$ cat src/rtl/mfcc_frame_rx_if.sv
// rtl/mfcc_frame_rx_if.sv - coefficient stream and frame read-port bundle for mfcc_frame_rx
//
// Producer side : dv_i, x_i, idx_i, vad_i (one indexed coefficient per cycle)
// Consumer side : frame_valid, frame_vad, rd_addr, rd_data, frame_done
// slave modport is the receiver (mfcc_frame_rx); master modport drives it.
interface mfcc_frame_rx_if #(
    parameter int DW = 26,
    parameter int AW = 5
) ();
    logic                 dv_i;
    logic signed [DW-1:0] x_i;
    logic [AW-1:0]        idx_i;
    logic                 vad_i;
    logic                 frame_valid;
    logic                 frame_vad;
    logic [AW-1:0]        rd_addr;
    logic signed [DW-1:0] rd_data;
    logic                 frame_done;

    modport slave (
        input  dv_i, x_i, idx_i, vad_i, rd_addr, frame_done,
        output frame_valid, frame_vad, rd_data
    );

    modport master (
        output dv_i, x_i, idx_i, vad_i, rd_addr, frame_done,
        input  frame_valid, frame_vad, rd_data
    );
endinterface

$ cat src/rtl/mfcc_frame_rx.sv
// rtl/mfcc_frame_rx.sv - MFCC frame receiver with index checking and ping-pong frame buffer
//
// Ports:
//   clk, rst_n   : clock, asynchronous active-low reset
//   bus (slave)  : coefficient stream in, frame valid/done handshake and read port out
//   seq_err      : one-cycle pulse on an index/ordering error
//   seq_err_cnt  : saturating count of seq_err pulses
//   drop_cnt     : saturating count of frames dropped because both banks were full
module mfcc_frame_rx #(
    parameter int NCOEF = 12,
    parameter int DW    = 26,
    parameter int AW    = 5,
    parameter int CW    = 8
) (
    input  logic          clk,
    input  logic          rst_n,
    mfcc_frame_rx_if.slave bus,
    output logic          seq_err,
    output logic [CW-1:0] seq_err_cnt,
    output logic [CW-1:0] drop_cnt
);
    localparam int            IW     = $clog2(NCOEF);
    localparam logic [AW-1:0] LAST   = AW'(NCOEF - 1);
    localparam logic [AW-1:0] NCOEFA = AW'(NCOEF);

    typedef enum logic [1:0] {IDLE, FILL, DROP} wr_state_t;

    wr_state_t      r_state;
    logic [AW-1:0]  r_cnt;
    logic [1:0]     r_full;
    logic [1:0]     r_vad;
    logic           r_wr_bank;
    logic           r_rd_bank;
    logic           r_frame_valid;
    logic           r_frame_vad;
    logic [DW-1:0]  r_rd_data;
    logic           r_seq_err;
    logic [CW-1:0]  r_seq_err_cnt;
    logic [CW-1:0]  r_drop_cnt;
    logic [DW-1:0]  r_mem [2][NCOEF];

    logic           w_we;
    logic           w_err;
    logic           w_drop;
    logic           w_last;
    logic           w_rel;
    logic [IW-1:0]  w_widx;

    // Write-side events decoded from the current state and stream inputs.
    always_comb begin
        w_we   = 1'b0;
        w_err  = 1'b0;
        w_drop = 1'b0;
        w_widx = bus.idx_i[IW-1:0];
        case (r_state)
            IDLE: begin
                if (bus.dv_i) begin
                    if (bus.idx_i != '0)       w_err  = 1'b1;
                    else if (r_full[r_wr_bank]) w_drop = 1'b1;
                    else                        w_we   = 1'b1;
                end
            end
            FILL: begin
                if (!bus.dv_i)                 w_err = 1'b1;
                else if (bus.idx_i != r_cnt)   w_err = 1'b1;
                else                           w_we  = 1'b1;
            end
            default: ;
        endcase
        w_last = (r_state == FILL) && w_we && (r_cnt == LAST);
        // A release is honoured only against a frame the consumer can see.
        w_rel  = bus.frame_done && r_frame_valid;
    end

    // Storage needs no reset: a bank is only readable once fully written.
    always_ff @(posedge clk) begin
        if (w_we) r_mem[r_wr_bank][w_widx] <= bus.x_i;
    end

    always_ff @(posedge clk or negedge rst_n) begin
        if (!rst_n) begin
            r_state       <= IDLE;
            r_cnt         <= '0;
            r_full        <= '0;
            r_vad         <= '0;
            r_wr_bank     <= 1'b0;
            r_rd_bank     <= 1'b0;
            r_frame_valid <= 1'b0;
            r_frame_vad   <= 1'b0;
            r_rd_data     <= '0;
            r_seq_err     <= 1'b0;
            r_seq_err_cnt <= '0;
            r_drop_cnt    <= '0;
        end else begin
            r_seq_err <= w_err;
            if (w_err && (r_seq_err_cnt != '1)) r_seq_err_cnt <= r_seq_err_cnt + 1'b1;
            if (w_drop && (r_drop_cnt != '1))   r_drop_cnt    <= r_drop_cnt + 1'b1;

            case (r_state)
                IDLE: begin
                    if (w_err || w_drop) begin
                        r_state <= DROP;
                    end else if (w_we) begin
                        r_cnt   <= AW'(1);
                        r_state <= FILL;
                    end
                end
                FILL: begin
                    if (!bus.dv_i) begin
                        r_cnt   <= '0;
                        r_state <= IDLE;
                    end else if (w_err) begin
                        r_cnt   <= '0;
                        r_state <= DROP;
                    end else if (w_last) begin
                        r_full[r_wr_bank] <= 1'b1;
                        r_vad[r_wr_bank]  <= bus.vad_i;
                        r_wr_bank         <= ~r_wr_bank;
                        r_cnt             <= '0;
                        r_state           <= IDLE;
                    end else begin
                        r_cnt <= r_cnt + 1'b1;
                    end
                end
                default: begin
                    if (!bus.dv_i) r_state <= IDLE;
                end
            endcase

            // Completion always targets the free write bank and a release the
            // full read bank, so both bit updates can land in the same cycle.
            if (w_rel) begin
                r_full[r_rd_bank] <= 1'b0;
                r_rd_bank         <= ~r_rd_bank;
                r_frame_valid     <= 1'b0;
                r_frame_vad       <= 1'b0;
            end else begin
                r_frame_valid <= r_full[r_rd_bank];
                r_frame_vad   <= r_vad[r_rd_bank];
            end

            if (bus.rd_addr < NCOEFA) r_rd_data <= r_mem[r_rd_bank][bus.rd_addr[IW-1:0]];
            else                      r_rd_data <= '0;
        end
    end

    assign bus.frame_valid = r_frame_valid;
    assign bus.frame_vad   = r_frame_vad;
    assign bus.rd_data     = r_rd_data;
    assign seq_err         = r_seq_err;
    assign seq_err_cnt     = r_seq_err_cnt;
    assign drop_cnt        = r_drop_cnt;
endmodule

$ cat src/flat_wrapper.sv
// flat-port wrapper written by rule: the top's interface ports become plain ports
module mfcc_frame_rx_flat 
#(
    parameter int NCOEF = 12,
    parameter int DW    = 26,
    parameter int AW    = 5,
    parameter int CW    = 8
)
  (clk, rst_n, seq_err, seq_err_cnt, drop_cnt, bus_dv_i, bus_x_i, bus_idx_i, bus_vad_i, bus_rd_addr, bus_frame_done, bus_frame_valid, bus_frame_vad, bus_rd_data);
  mfcc_frame_rx_if #(.DW(DW), .AW(AW)) bus_i ();
  input  logic clk;
  input  logic rst_n;
  output logic seq_err;
  output logic [CW-1:0] seq_err_cnt;
  output logic [CW-1:0] drop_cnt;
  input wire logic [$bits(bus_i.dv_i)-1:0] bus_dv_i;
  input wire logic [$bits(bus_i.x_i)-1:0] bus_x_i;
  input wire logic [$bits(bus_i.idx_i)-1:0] bus_idx_i;
  input wire logic [$bits(bus_i.vad_i)-1:0] bus_vad_i;
  input wire logic [$bits(bus_i.rd_addr)-1:0] bus_rd_addr;
  input wire logic [$bits(bus_i.frame_done)-1:0] bus_frame_done;
  output wire logic [$bits(bus_i.frame_valid)-1:0] bus_frame_valid;
  output wire logic [$bits(bus_i.frame_vad)-1:0] bus_frame_vad;
  output wire logic [$bits(bus_i.rd_data)-1:0] bus_rd_data;
  assign bus_i.dv_i = bus_dv_i;
  assign bus_i.x_i = bus_x_i;
  assign bus_i.idx_i = bus_idx_i;
  assign bus_i.vad_i = bus_vad_i;
  assign bus_i.rd_addr = bus_rd_addr;
  assign bus_i.frame_done = bus_frame_done;
  assign bus_frame_valid = bus_i.frame_valid;
  assign bus_frame_vad = bus_i.frame_vad;
  assign bus_rd_data = bus_i.rd_data;
  mfcc_frame_rx #(.NCOEF(NCOEF), .DW(DW), .AW(AW), .CW(CW)) u_core (.clk(clk), .rst_n(rst_n), .bus(bus_i), .seq_err(seq_err), .seq_err_cnt(seq_err_cnt), .drop_cnt(drop_cnt));
endmodule
$ cat config.mk
export PLATFORM = sky130hd
export DESIGN_NAME = mfcc_frame_rx_flat
export DESIGN_NICKNAME = d
export VERILOG_FILES = /design/src/rtl/mfcc_frame_rx_if.sv /design/src/rtl/mfcc_frame_rx.sv /design/src/flat_wrapper.sv
export SDC_FILE = /design/constraint.sdc
export NUM_CORES = 1
export LEC_CHECK = 0
export BUFFER_PORTS_ARGS = -buffer_cell sky130_fd_sc_hd__buf_2
export CAP_MARGIN = 25
export CORE_MARGIN = 2
export CORE_UTILIZATION = 35
export DETAILED_ROUTE_END_ITERATION = 6
export GPL_ROUTABILITY_DRIVEN = 0
export HOLD_SLACK_MARGIN = 0.08
export SYNTH_ARGS = -nofsm -noshare
export SYNTH_HDL_FRONTEND = slang
export SYNTH_SLANG_ARGS = --single-unit
$ cat constraint.sdc
create_clock -name clk -period 3.1 [get_ports clk]
set_clock_uncertainty 0.1 [all_clocks]
set_input_delay 0.31 -clock clk [delete_from_list [all_inputs] [get_ports clk]]
set_output_delay 0.31 -clock clk [all_outputs]
set_load 0.005 [all_outputs]
==> flow_metrics.py, run 1 <==
metrics = {
    "status": {
        "status": "completed",
    },
    "final_layout": {
        "nets": 1631,
        "n_fill_cell": 6602,
        "drive_gt1_frac": 0.293,
        "syn_to_final_growth_pct": 18.2,
        "num_antenna_cells": 0,
        "final_cells": 2622,
    },
    "placement": {
        "portBuffers": 85,
        "hpwl_um": 42100,
        "post-place-ws_ns": 0.344,
        "dpl.cell_count": 2486,
    },
    "worst_setup_path": {
        "cp-start-kind": "flop",
        "crit_required_ns": 3.48,
        "cp_cell_sequence": "or2_1, buf_4, o21ai_1, a211oi_1, buf_4, a221oi_1, nor2_1",
        "critPathSlowestCell": "dfrtp_4",
        "path_buf_inv": 2,
        "path_delay_family": "compound AO/OA/AOI/OAI gates",
        "rr_endpoint": "u_core.bus.rd_data[3]$_DFF_PN0_",
        "reg2reg_from": "u_core.r_rd_bank$_DFFE_PN0P_",
        "rrSetupSlack_ns": 0.41,
        "crit_fanout": 23,
        "slowest_delay_ns": 0.65,
        "crit_arrival_ns": 3.07,
        "critPathCaptureType": "flop",
        "path_common_cell": "buf_4",
        "r2r_cells": 7,
        "critPathKind": "reg2reg",
    },
    "sta": {
        "tns_ns": 0,
        "hold_viol_final": 0,
        "setup_violations": 0,
        "max_slew.worst_pin.slew_ns": 0.964,
        "min_period_over_period": 0.868,
        "fin_ws_ns": 0.408,
        "slew_viol_final": 0,
        "slew_headroom": 0.357,
        "max_freq_mhz": 371,
        "rsz0062_at_grt": "no",
        "fin_crit_ns": 2.69,
    },
    "clock_network": {
        "clk_pin_slew_ns": 0.06,
        "htreeDepth": 3,
        "cts_buffer_depth": 3,
        "insertion_delay_ns": 0.61,
        "cts_num_sinks": 682,
        "cts_made_buffers": 72,
        "cts_resized": 0,
        "cts-root-buf": "clkbuf_16",
        "cts_tree": "built",
    },
    "routing": {
        "firstDrtPassIters": 5,
        "drc": 0,
        "detail_route.wl_per_cell_um": 25.5,
        "ant_nets": 0,
        "routed_via_density": 5.29,
        "routed_wl_um": 66800,
        "vias": 13900,
        "drtIter0Drc": 1337,
    },
    "global_routing": {
        "grt_antenna_before_repair": 2,
        "grt_max_degree": 59,
        "grtUsageTotal": 0.170,
        "grt_pass1_vias": 14200,
        "grt_pass1_wl_um": 96100,
        "grt_overflow_total": 0,
    },
    "floorplanning": {
        "dieArea_mm2": 0.0783,
        "die_h_um": 280,
        "chipWidth_um": 280,
        "rows": 101,
        "io_pins": 86,
        "core-area_mm2": 0.0757,
        "start_util": 0.352,
    },
    "synthesis": {
        "syn_inst": 1416,
        "ys.flop_type": "edfxtp_1",
        "async_reset_ff_frac": 0.0850,
        "yosysSeqAreaShare": 0.758,
        "synth_seq_cells": 682,
        "synth_fp_nets": 1460,
        "synth_edf_count": 624,
        "yosys_warnings": 0,
        "syn_avg_cell_area_um2": 18.8,
        "synthDistinctLibCells": 59,
        "syn-cell-area_mm2": 0.0266,
    },
    "power": {
        "powerDensity_mw_per_mm2": 634,
        "p_leak_nw": 10.6,
        "peakVddDrop_v": 0.000435,
    },
    "min_path": {
        "whs_path_depth": 1,
        "min_from": "bus_x_i[6]",
        "hold_end": "u_core.r_mem[1][84]$_DFFE_PP_",
        "hold_path_class": "in2reg",
    },
    "flow_run": {
        "cap_violations": 0,
    },
}
[how the worst max path moves through the flow]
stage / startpoint / end / slack (ns) / depth (start not counted)
finish: u_core.r_rd_bank$_DFFE_PN0P_ / u_core.bus.rd_data[3]$_DFF_PN0_ / 0.41 / 7
floorplan: u_core.r_cnt[2]$_DFFE_PN0P_ / u_core.r_mem[1][26]$_DFFE_PP_ / 0.02 / 7
CTS: u_core.r_rd_bank$_DFFE_PN0P_ / u_core.bus.rd_data[3]$_DFF_PN0_ / 0.37 / 7
detailed placement: bus_idx_i[1] / u_core.r_mem[0][224]$_DFFE_PP_ / 0.34 / 8
global route: u_core.r_rd_bank$_DFFE_PN0P_ / u_core.bus.rd_data[3]$_DFF_PN0_ / 0.26 / 7
global placement: bus_idx_i[1] / u_core.r_mem[0][231]$_DFFE_PP_ / 0.37 / 8
[worst reg2reg max path: stages, from the launching register on]
cell and delay (ns):
dfrtp_4 0.65, or2_1 0.53, buf_4 0.30, o21ai_1 0.26
a211oi_1 0.10, buf_4 0.18, a221oi_1 0.36, nor2_1 0.08
[where the power goes]
group	internal (W)	switching (W)	total [W]
clock	0.00517	0.00353	0.00870
combinational	0.000400	0.000683	0.00108
sequential	0.0101	0.0000713	0.0102
[layer usage]
layer  vias to the layer above  wire length (um)  global-route usage
met5                         -                 0                   0
met2                       456             33700               0.296
met4                         0              2020              0.0557
met1                      7277             27400               0.215
met3                       101              3650              0.0309
li1                       6037                 -                   -
[cell usage after synthesis (2+ instances only)]
cell,number,share of area
edfxtp_1,624,0.70
a211oi_1,19,0.0054
a21oi_1,18,0.0034
and3_1,5,0.0012
a22oi_1,27,0.0076
o21ai_1,19,0.0036
a21o_1,2,0.00056
buf_2,30,0.0056
or3_1,3,0.00070
nand3b_4,2,0.0015
nand3_1,6,0.0011
mux2_1,48,0.020
nor2b_1,11,0.0026
nand4_1,9,0.0021
nand2b_1,4,0.00094
buf_4,9,0.0025
inv_1,2,0.00028
buf_1,7,0.00099
a31oi_1,13,0.0031
buf_6,3,0.0013
nor2_1,71,0.010
nand2_1,21,0.0030
xor2_1,8,0.0026
xnor2_1,13,0.0043
mux2_2,104,0.044
nor3_4,2,0.0012
nor4_2,2,0.00094
a221oi_1,19,0.0062
mux2i_1,81,0.030
clkbuf_1,27,0.0038
o22ai_1,53,0.012
a211o_1,7,0.0023
or2_2,2,0.00047
a41oi_1,2,0.00066
or3b_2,2,0.00066
mux4_2,52,0.044
dfrtp_1,58,0.054
nand3b_1,2,0.00056
nor3_1,7,0.0013
ha_1,3,0.0014
[kinds of logic (layout without fill, tap and decap cells)]
| family | Yosys count | count (layout) | share of synthesized area |
|---|---|---|---|
| XOR/XNOR | 21 | 21 | 0.00690 |
| multiplexers | 286 | 286 | 0.139 |
| buffers and inverters | 79 | 307 | 0.0147 |
| AND/OR/NAND/NOR | 158 | 158 | 0.0320 |
| AO/OA/AOI/OAI | 187 | 187 | 0.0479 |
| flip-flops | 682 | 682 | 0.758 |
| adder cells (fa/ha/maj) | 3 | 3 | 0.00141 |
[per-stage QoR]
| stage | hold slack (ns) | total power, W | util | area [um^2] |
|---|---|---|---|---|
| floorplan | -0.0856 | 0.0109 | - | 26600 |
| global placement | 0.375 | 0.0114 | 0.384 | 29000 |
| detailed placement | 0.391 | 0.0115 | 0.384 | 29000 |
| CTS | 0.0902 | 0.0201 | 0.416 | 31500 |
| global route | 0.111 | 0.0205 | 0.416 | 31500 |
| finish | 0.119 | 0.0200 | 0.416 | 31500 |
[what timing repair did]
action	in CTS	in global routing
hold buffers	5	0
hold endpoints to repair	69	0
buffers inserted	0	0
[registers in the layout (all words and copies together), names as in the netlist]
name,count
u_core.r_state,2
u_core.r_wr_bank,1
u_core.drop_cnt,8
u_core.seq_err_cnt,8
u_core.r_cnt,5
u_core.seq_err,1
u_core.r_rd_bank,1
u_core.r_mem,624
u_core.r_vad,2
u_core.bus.rd_data,26
u_core.r_full,2
u_core.bus.frame_vad,1
u_core.bus.frame_valid,1
[area by class of cell]
type                            instances  area, um^2  area share
Multi-Input combinational cell        655        6250       0.198
Tap cell                              978        1220      0.0389
Timing Repair Buffer                  173        1410      0.0448
Clock buffer                           95        1970      0.0625
Clock inverter                         36         429      0.0136
Sequential cell                       682       20200       0.641
Inverter                                3        11.3    0.000358
[layout by cell type (no fill, tap or decap), types with 3 or more instances in the layout]
| cell | count |
|---|---|
| a31oi_1 | 13 |
| buf_2 | 83 |
| nor2_1 | 47 |
| clkbuf_8 | 7 |
| nor3_1 | 7 |
| nor2_4 | 24 |
| bufinv_16 | 8 |
| a211oi_1 | 19 |
| ha_1 | 3 |
| mux2i_1 | 81 |
| a22oi_1 | 27 |
| clkbuf_1 | 16 |
| edfxtp_1 | 624 |
| nand3_1 | 6 |
| and3_1 | 5 |
| nor2b_1 | 7 |
| dlygate4sd3_1 | 5 |
| buf_12 | 24 |
| nand2b_1 | 4 |
| a21oi_1 | 18 |
| o22ai_1 | 53 |
| o21ai_1 | 19 |
| buf_4 | 60 |
| mux2_2 | 104 |
| xor2_1 | 8 |
| a221oi_1 | 19 |
| or3_1 | 3 |
| clkinv_2 | 12 |
| clkinv_1 | 8 |
| mux4_2 | 52 |
| a211o_1 | 7 |
| inv_6 | 4 |
| clkbuf_16 | 73 |
| nand4_1 | 9 |
| dfrtp_1 | 57 |
| nor2b_2 | 4 |
| nand2_1 | 21 |
| xnor2_1 | 13 |
| mux2_1 | 48 |
No activity file was read; power rests on OpenSTA's default activity.
==> inputs of run 2 (changes only) <==
- MAX_ROUTING_LAYER: not set -> met4
==> run 2 against run 1 <==
Against the previous run:
- maximum frequency grew 0.37%
- sequential power is essentially flat
- non-clock buffer count grew 2
- critical endpoint unchanged
- highest routed layer unchanged
- wire length grew 0.13%
- register-to-register slack is essentially flat
- first-iteration DRC count shrank 0.22%
- flip-flop and latch count is the same
- cell area grew 0.12%
- die area is the same
- sequential share of layout area shrank 0.076 points
- critical path type unchanged
- count of clock-buffer cells in the layout is the same
==> flow_metrics.py, run 2 (synthesis results as in run 1) <==
metrics = {
    "routing": {
        "routed_wl_um": 66900,
        "firstDrtPassIters": 7,
        "drc": 0,
        "vias": 13800,
        "ant_nets": 0,
        "detail_route.wl_per_cell_um": 25.5,
        "routed_via_density": 5.26,
        "drtIter0Drc": 1334,
    },
    "clock_network": {
        "cts_tree": "built",
        "insertion_delay_ns": 0.61,
        "clk_pin_slew_ns": 0.06,
        "cts_buffer_depth": 3,
        "cts-root-buf": "clkbuf_16",
        "post-cts-setup-buffers": 0,
        "cts_num_sinks": 682,
        "htreeDepth": 3,
        "cts_made_buffers": 72,
    },
    "final_layout": {
        "largest_register_ffs": 624,
        "drive_gt1_frac": 0.293,
        "nets": 1633,
        "final_cell_mix": "edfxtp_1, mux2_2, buf_2",
        "top_register": "u_core.r_mem",
        "syn_to_final_growth_pct": 18.3,
        "num_antenna_cells": 0,
        "layout_commonest_cell": "edfxtp_1",
    },
    "sta": {
        "fin_crit_ns": 2.68,
        "hold_viol_final": 0,
        "min_period_over_period": 0.865,
        "max_slew.worst_pin.slew_ns": 0.880,
        "max_freq_mhz": 373,
        "fin_ws_ns": 0.418,
        "slew_headroom": 0.411,
        "rsz0062_at_grt": "no",
        "slew_viol_final": 0,
        "setup_violations": 0,
        "tns_ns": 0,
    },
    "worst_setup_path": {
        "cp-start-kind": "flop",
        "path_delay_family": "flip-flops",
        "cp_cell_sequence": "buf_12, buf_4, mux2_2, o22ai_1, nor2_1, a221oi_1, nor2_1",
        "critPathCaptureType": "flop",
        "critPathKind": "reg2reg",
        "crit_required_ns": 3.48,
        "critPathSlowestCell": "dfrtp_4",
        "crit_arrival_ns": 3.06,
        "path_common_cell": "nor2_1",
        "path_buf_inv": 2,
        "crit_fanout": 23,
        "slowest_delay_ns": 0.69,
    },
    "floorplanning": {
        "start_util": 0.352,
        "die_h_um": 280,
        "dieArea_mm2": 0.0783,
        "core-area_mm2": 0.0757,
        "rows": 101,
        "io_pins": 86,
        "chipWidth_um": 280,
    },
    "power": {
        "p_leak_nw": 10.6,
        "peakVddDrop_v": 0.000435,
        "powerDensity_mw_per_mm2": 633,
    },
    "global_routing": {
        "grt_pass1_vias": 14100,
        "grt_antenna_before_repair": 0,
        "grt_pass1_wl_um": 96200,
        "grt_max_degree": 59,
        "grt_overflow_total": 0,
        "grtUsageTotal": 0.176,
    },
    "flow_run": {
        "cap_violations": 0,
    },
    "min_path": {
        "hold_path_class": "in2reg",
    },
    "placement": {
        "portBuffers": 85,
        "hpwl_um": 42100,
        "post-place-ws_ns": 0.344,
    },
    "status": {
        "status": "completed",
    },
}
## run 2: changes by cell type in the layout (fill, tap and decap cells not counted)
| cell | delta |
|---|---|
| buf_16 | +1 |
| dlygate4sd3_1 | +1 |
## run 2: layer usage
layer,track usage,up-vias,wire length (um)
met5,-,-,0
met4,0.0559,0,2010
met3,0.0270,109,3460
met2,0.295,446,33700
met1,0.220,7208,27800
li1,-,6042,-
## run 2: final cells by class
class | instances | area [um^2]
inverters | 3 | 11.3
multi-input cells | 655 | 6250
well taps | 978 | 1220
flip-flops and latches | 682 | 20200
fillers | 6598 | 44200
clock buffers | 95 | 1970
clock inverters | 36 | 429
repair buffers | 175 | 1450
## run 2: through the flow
stage                     total power (W)  instances  instance area (um^2)   util  hold WS (ns)
after floorplan                    0.0109       1416                 26600      -       -0.0856
after global placement             0.0114       2486                 29000  0.384         0.375
after detailed placement           0.0115       2486                 29000  0.384         0.391
after CTS                          0.0201       2622                 31500  0.416        0.0902
after global routing               0.0206       2624                 31500  0.416         0.114
final                              0.0200       2624                 31500  0.416         0.126
## run 2: path summary, 6_finish.rpt
check                                               start                                to  slack (ns)  cells past startpoint
min in group asynchronous                           rst_n  u_core.bus.rd_data[14]$_DFF_PN0_        0.59                      3
max in group asynchronous                           rst_n      u_core.r_rd_bank$_DFFE_PN0P_        1.73                      4
hold / removal                                bus_x_i[19]     u_core.r_mem[0][19]$_DFFE_PP_        0.13                      1
setup reg to reg             u_core.r_rd_bank$_DFFE_PN0P_   u_core.bus.rd_data[3]$_DFF_PN0_        0.42                      7
setup / recovery             u_core.r_rd_bank$_DFFE_PN0P_   u_core.bus.rd_data[3]$_DFF_PN0_        0.42                      7
hold reg to reg            u_core.drop_cnt[7]$_DFFE_PN0P_    u_core.drop_cnt[7]$_DFFE_PN0P_        0.39                      1
## run 2: worst register-to-register path: stages (launching register included)
cell and delay [ns]:
dfrtp_4 0.69, buf_12 0.27, buf_4 0.32, mux2_2 0.38, o22ai_1 0.15, nor2_1 0.10, a221oi_1 0.46, nor2_1 0.08
## run 2: report_power, final
group          switching [W]  internal [W]  total (W)
Clock                0.00353       0.00517    0.00870
Sequential         0.0000717        0.0101     0.0102
Combinational       0.000680      0.000405    0.00109
Total                0.00428        0.0157     0.0200
## run 2: repair_timing
item                                   in CTS  in global routing
endpoints found under the hold margin      69                  6
hold buffers                                5                  1
gates resized for setup                     0                  0
==> inputs of run 3 (changes only) <==
- clock period: 3.1 -> 2.6 ns (I/O delays scaled with it)
==> run 3 against run 2 <==
Against the previous run:
- maximum frequency up 6.8%
- cell area increased by 2.2%
- sequential power grew 19%
- total power rose by 18%
- utilization increased by 0.90 points
==> flow_metrics.py, run 3 (synthesis results as in run 1) <==
metrics = {
    "clock_network": {
        "clk_pin_slew_ns": 0.07,
        "cts-root-buf": "clkbuf_16",
        "cts_num_sinks": 682,
        "insertion_delay_ns": 0.60,
        "cts_buffer_depth": 3,
        "cts_tree": "built",
        "htreeDepth": 3,
        "cts_made_buffers": 69,
    },
    "final_layout": {
        "drive_gt1_frac": 0.302,
        "layout_commonest_cell": "edfxtp_1",
        "syn_to_final_growth_pct": 20.9,
        "n_fill_cell": 6480,
        "largest_register_ffs": 624,
        "nets": 1679,
        "top_register": "u_core.r_mem",
        "final_cell_mix": "edfxtp_1, mux2_2, buf_2",
        "final_cells": 2671,
        "fin_area_mm2": 0.0322,
    },
    "worst_setup_path": {
        "crit_arrival_ns": 2.89,
        "crit_required_ns": 2.98,
        "cp-start-kind": "flop",
        "critPathKind": "reg2reg",
        "critPathSlowestCell": "mux4_2",
        "critPathCaptureType": "flop",
        "crit_fanout": 22,
        "slowest_delay_ns": 0.56,
        "cp_cell_sequence": "buf_12, mux4_2, mux2_2, a221oi_1, buf_4, nor2_1",
    },
    "floorplanning": {
        "rows": 101,
        "start_util": 0.352,
        "dieArea_mm2": 0.0783,
        "io_pins": 86,
        "core-area_mm2": 0.0757,
        "die_h_um": 280,
        "chipWidth_um": 280,
    },
    "min_path": {
        "hold_path_class": "in2reg",
    },
    "sta": {
        "fin_crit_ns": 2.51,
        "rsz0062_at_grt": "no",
        "max_freq_mhz": 398,
        "min_period_over_period": 0.966,
        "fin_ws_ns": 0.0879,
        "slew_viol_final": 0,
        "hold_viol_final": 0,
        "tns_ns": 0,
        "fin_hold_ws_ns": 0.0904,
        "setup_violations": 0,
        "max_slew.worst_pin.slew_ns": 0.848,
        "slew_headroom": 0.433,
    },
    "power": {
        "swShare": 0.211,
        "peakVddDrop_v": 0.000434,
        "powerDensity_mw_per_mm2": 732,
        "power_frac_seq": 0.514,
        "power.switching_w": 0.00498,
        "power.share.clock": 0.429,
        "p_int_w": 0.0186,
        "pwr-share-comb": 0.057,
        "p_leak_nw": 10.9,
    },
    "routing": {
        "routed_via_density": 5.24,
        "ant_nets": 0,
        "drc": 0,
        "detail_route.wl_per_cell_um": 24.9,
        "vias": 14000,
        "routed_wl_um": 66500,
        "drtIter0Drc": 1112,
        "firstDrtPassIters": 6,
    },
    "placement": {
        "hpwl_um": 42700,
        "dpl.cell_count": 2516,
        "place_area_mm2": 0.0296,
        "post-place-ws_ns": -0.00712,
        "portBuffers": 85,
    },
    "global_routing": {
        "grt_antenna_before_repair": 4,
        "grt_overflow_total": 0,
        "grt_pass1_vias": 14700,
        "grtUsageTotal": 0.176,
        "grt_pass1_wl_um": 97300,
        "grt_max_degree": 40,
    },
    "flow_run": {
        "cap_violations": 0,
    },
    "status": {
        "status": "completed",
    },
}
## run 3: cell count changes in the layout (fill, tap and decap cells not counted), sizes merged
cell and change:
clkinv -5, inv -2, dlygate4sd3 +20, diode +2, clkbuf +3, bufinv -1
buf +29, clkinvlp +1
## run 3: timing repair
item                                   CTS  global route
hold buffers                            26             0
setup endpoints to repair                1             1
setup buffers                            0             0
cloned                                   0             0
endpoints found under the hold margin  449             0
resized for setup                        1             1
## run 3: power groups by stage
stage / sequential [W] / clock (W) / combinational (W)
after floorplan: 0.0123 / 0 / 0.000630
after global placement: 0.0123 / 0 / 0.00130
after detailed placement: 0.0123 / 0 / 0.00132
after CTS: 0.0121 / 0.0103 / 0.00136
after global routing: 0.0121 / 0.0107 / 0.00145
final: 0.0121 / 0.0101 / 0.00134
## run 3: metal layers
metal  up-vias  global-route usage  part of all wire
met4         0              0.0603             0.027
li1       6150                   -                 -
met3        94              0.0392             0.066
met1      7326               0.224              0.42
met5         -                   -                 0
met2       433               0.279              0.49
## run 3: cell type report
class	instances	area, um^2	share of cell area
multi-input combinational	655	6250	0.194
tap	978	1220	0.0380
inverter	3	11.3	0.000350
clock inverter	29	357	0.0111
clock buffer	98	1970	0.0612
antenna	2	5.00	0.000155
timing repair buffer	224	2190	0.0679
sequential	682	20200	0.627
## run 3: per-stage QoR
stage	total power [W]	util
after detailed placement	0.0137	0.391
after CTS	0.0238	0.425
after global routing	0.0243	0.425
after floorplan	0.0130	-
after global placement	0.0136	0.391
final	0.0236	0.425
## run 3: worst max-delay path, delay by kind of cell (launching register included)
family,cells,cell delay (ns)
compound gates,1,0.43
buf+inv,2,0.43
flops,1,0.47
mux,2,0.88
simple gates,1,0.04
## run 3: final timing paths
kind                                         startpoint                                end  slack [ns]  depth (start not counted)
setup / recovery           u_core.r_rd_bank$_DFFE_PN0P_   u_core.bus.rd_data[15]$_DFF_PN0_        0.09                          6
max in group asynchronous                         rst_n   u_core.bus.rd_data[16]$_DFF_PN0_        1.63                          3
hold reg to reg             u_core.r_vad[0]$_DFFE_PN0P_        u_core.r_vad[0]$_DFFE_PN0P_        0.38                          1
setup reg to reg           u_core.r_rd_bank$_DFFE_PN0P_   u_core.bus.rd_data[15]$_DFF_PN0_        0.09                          6
hold / removal                              bus_x_i[18]     u_core.r_mem[1][148]$_DFFE_PP_        0.09                          1
min in group asynchronous                         rst_n  u_core.seq_err_cnt[5]$_DFFE_PN0P_        0.12                          2
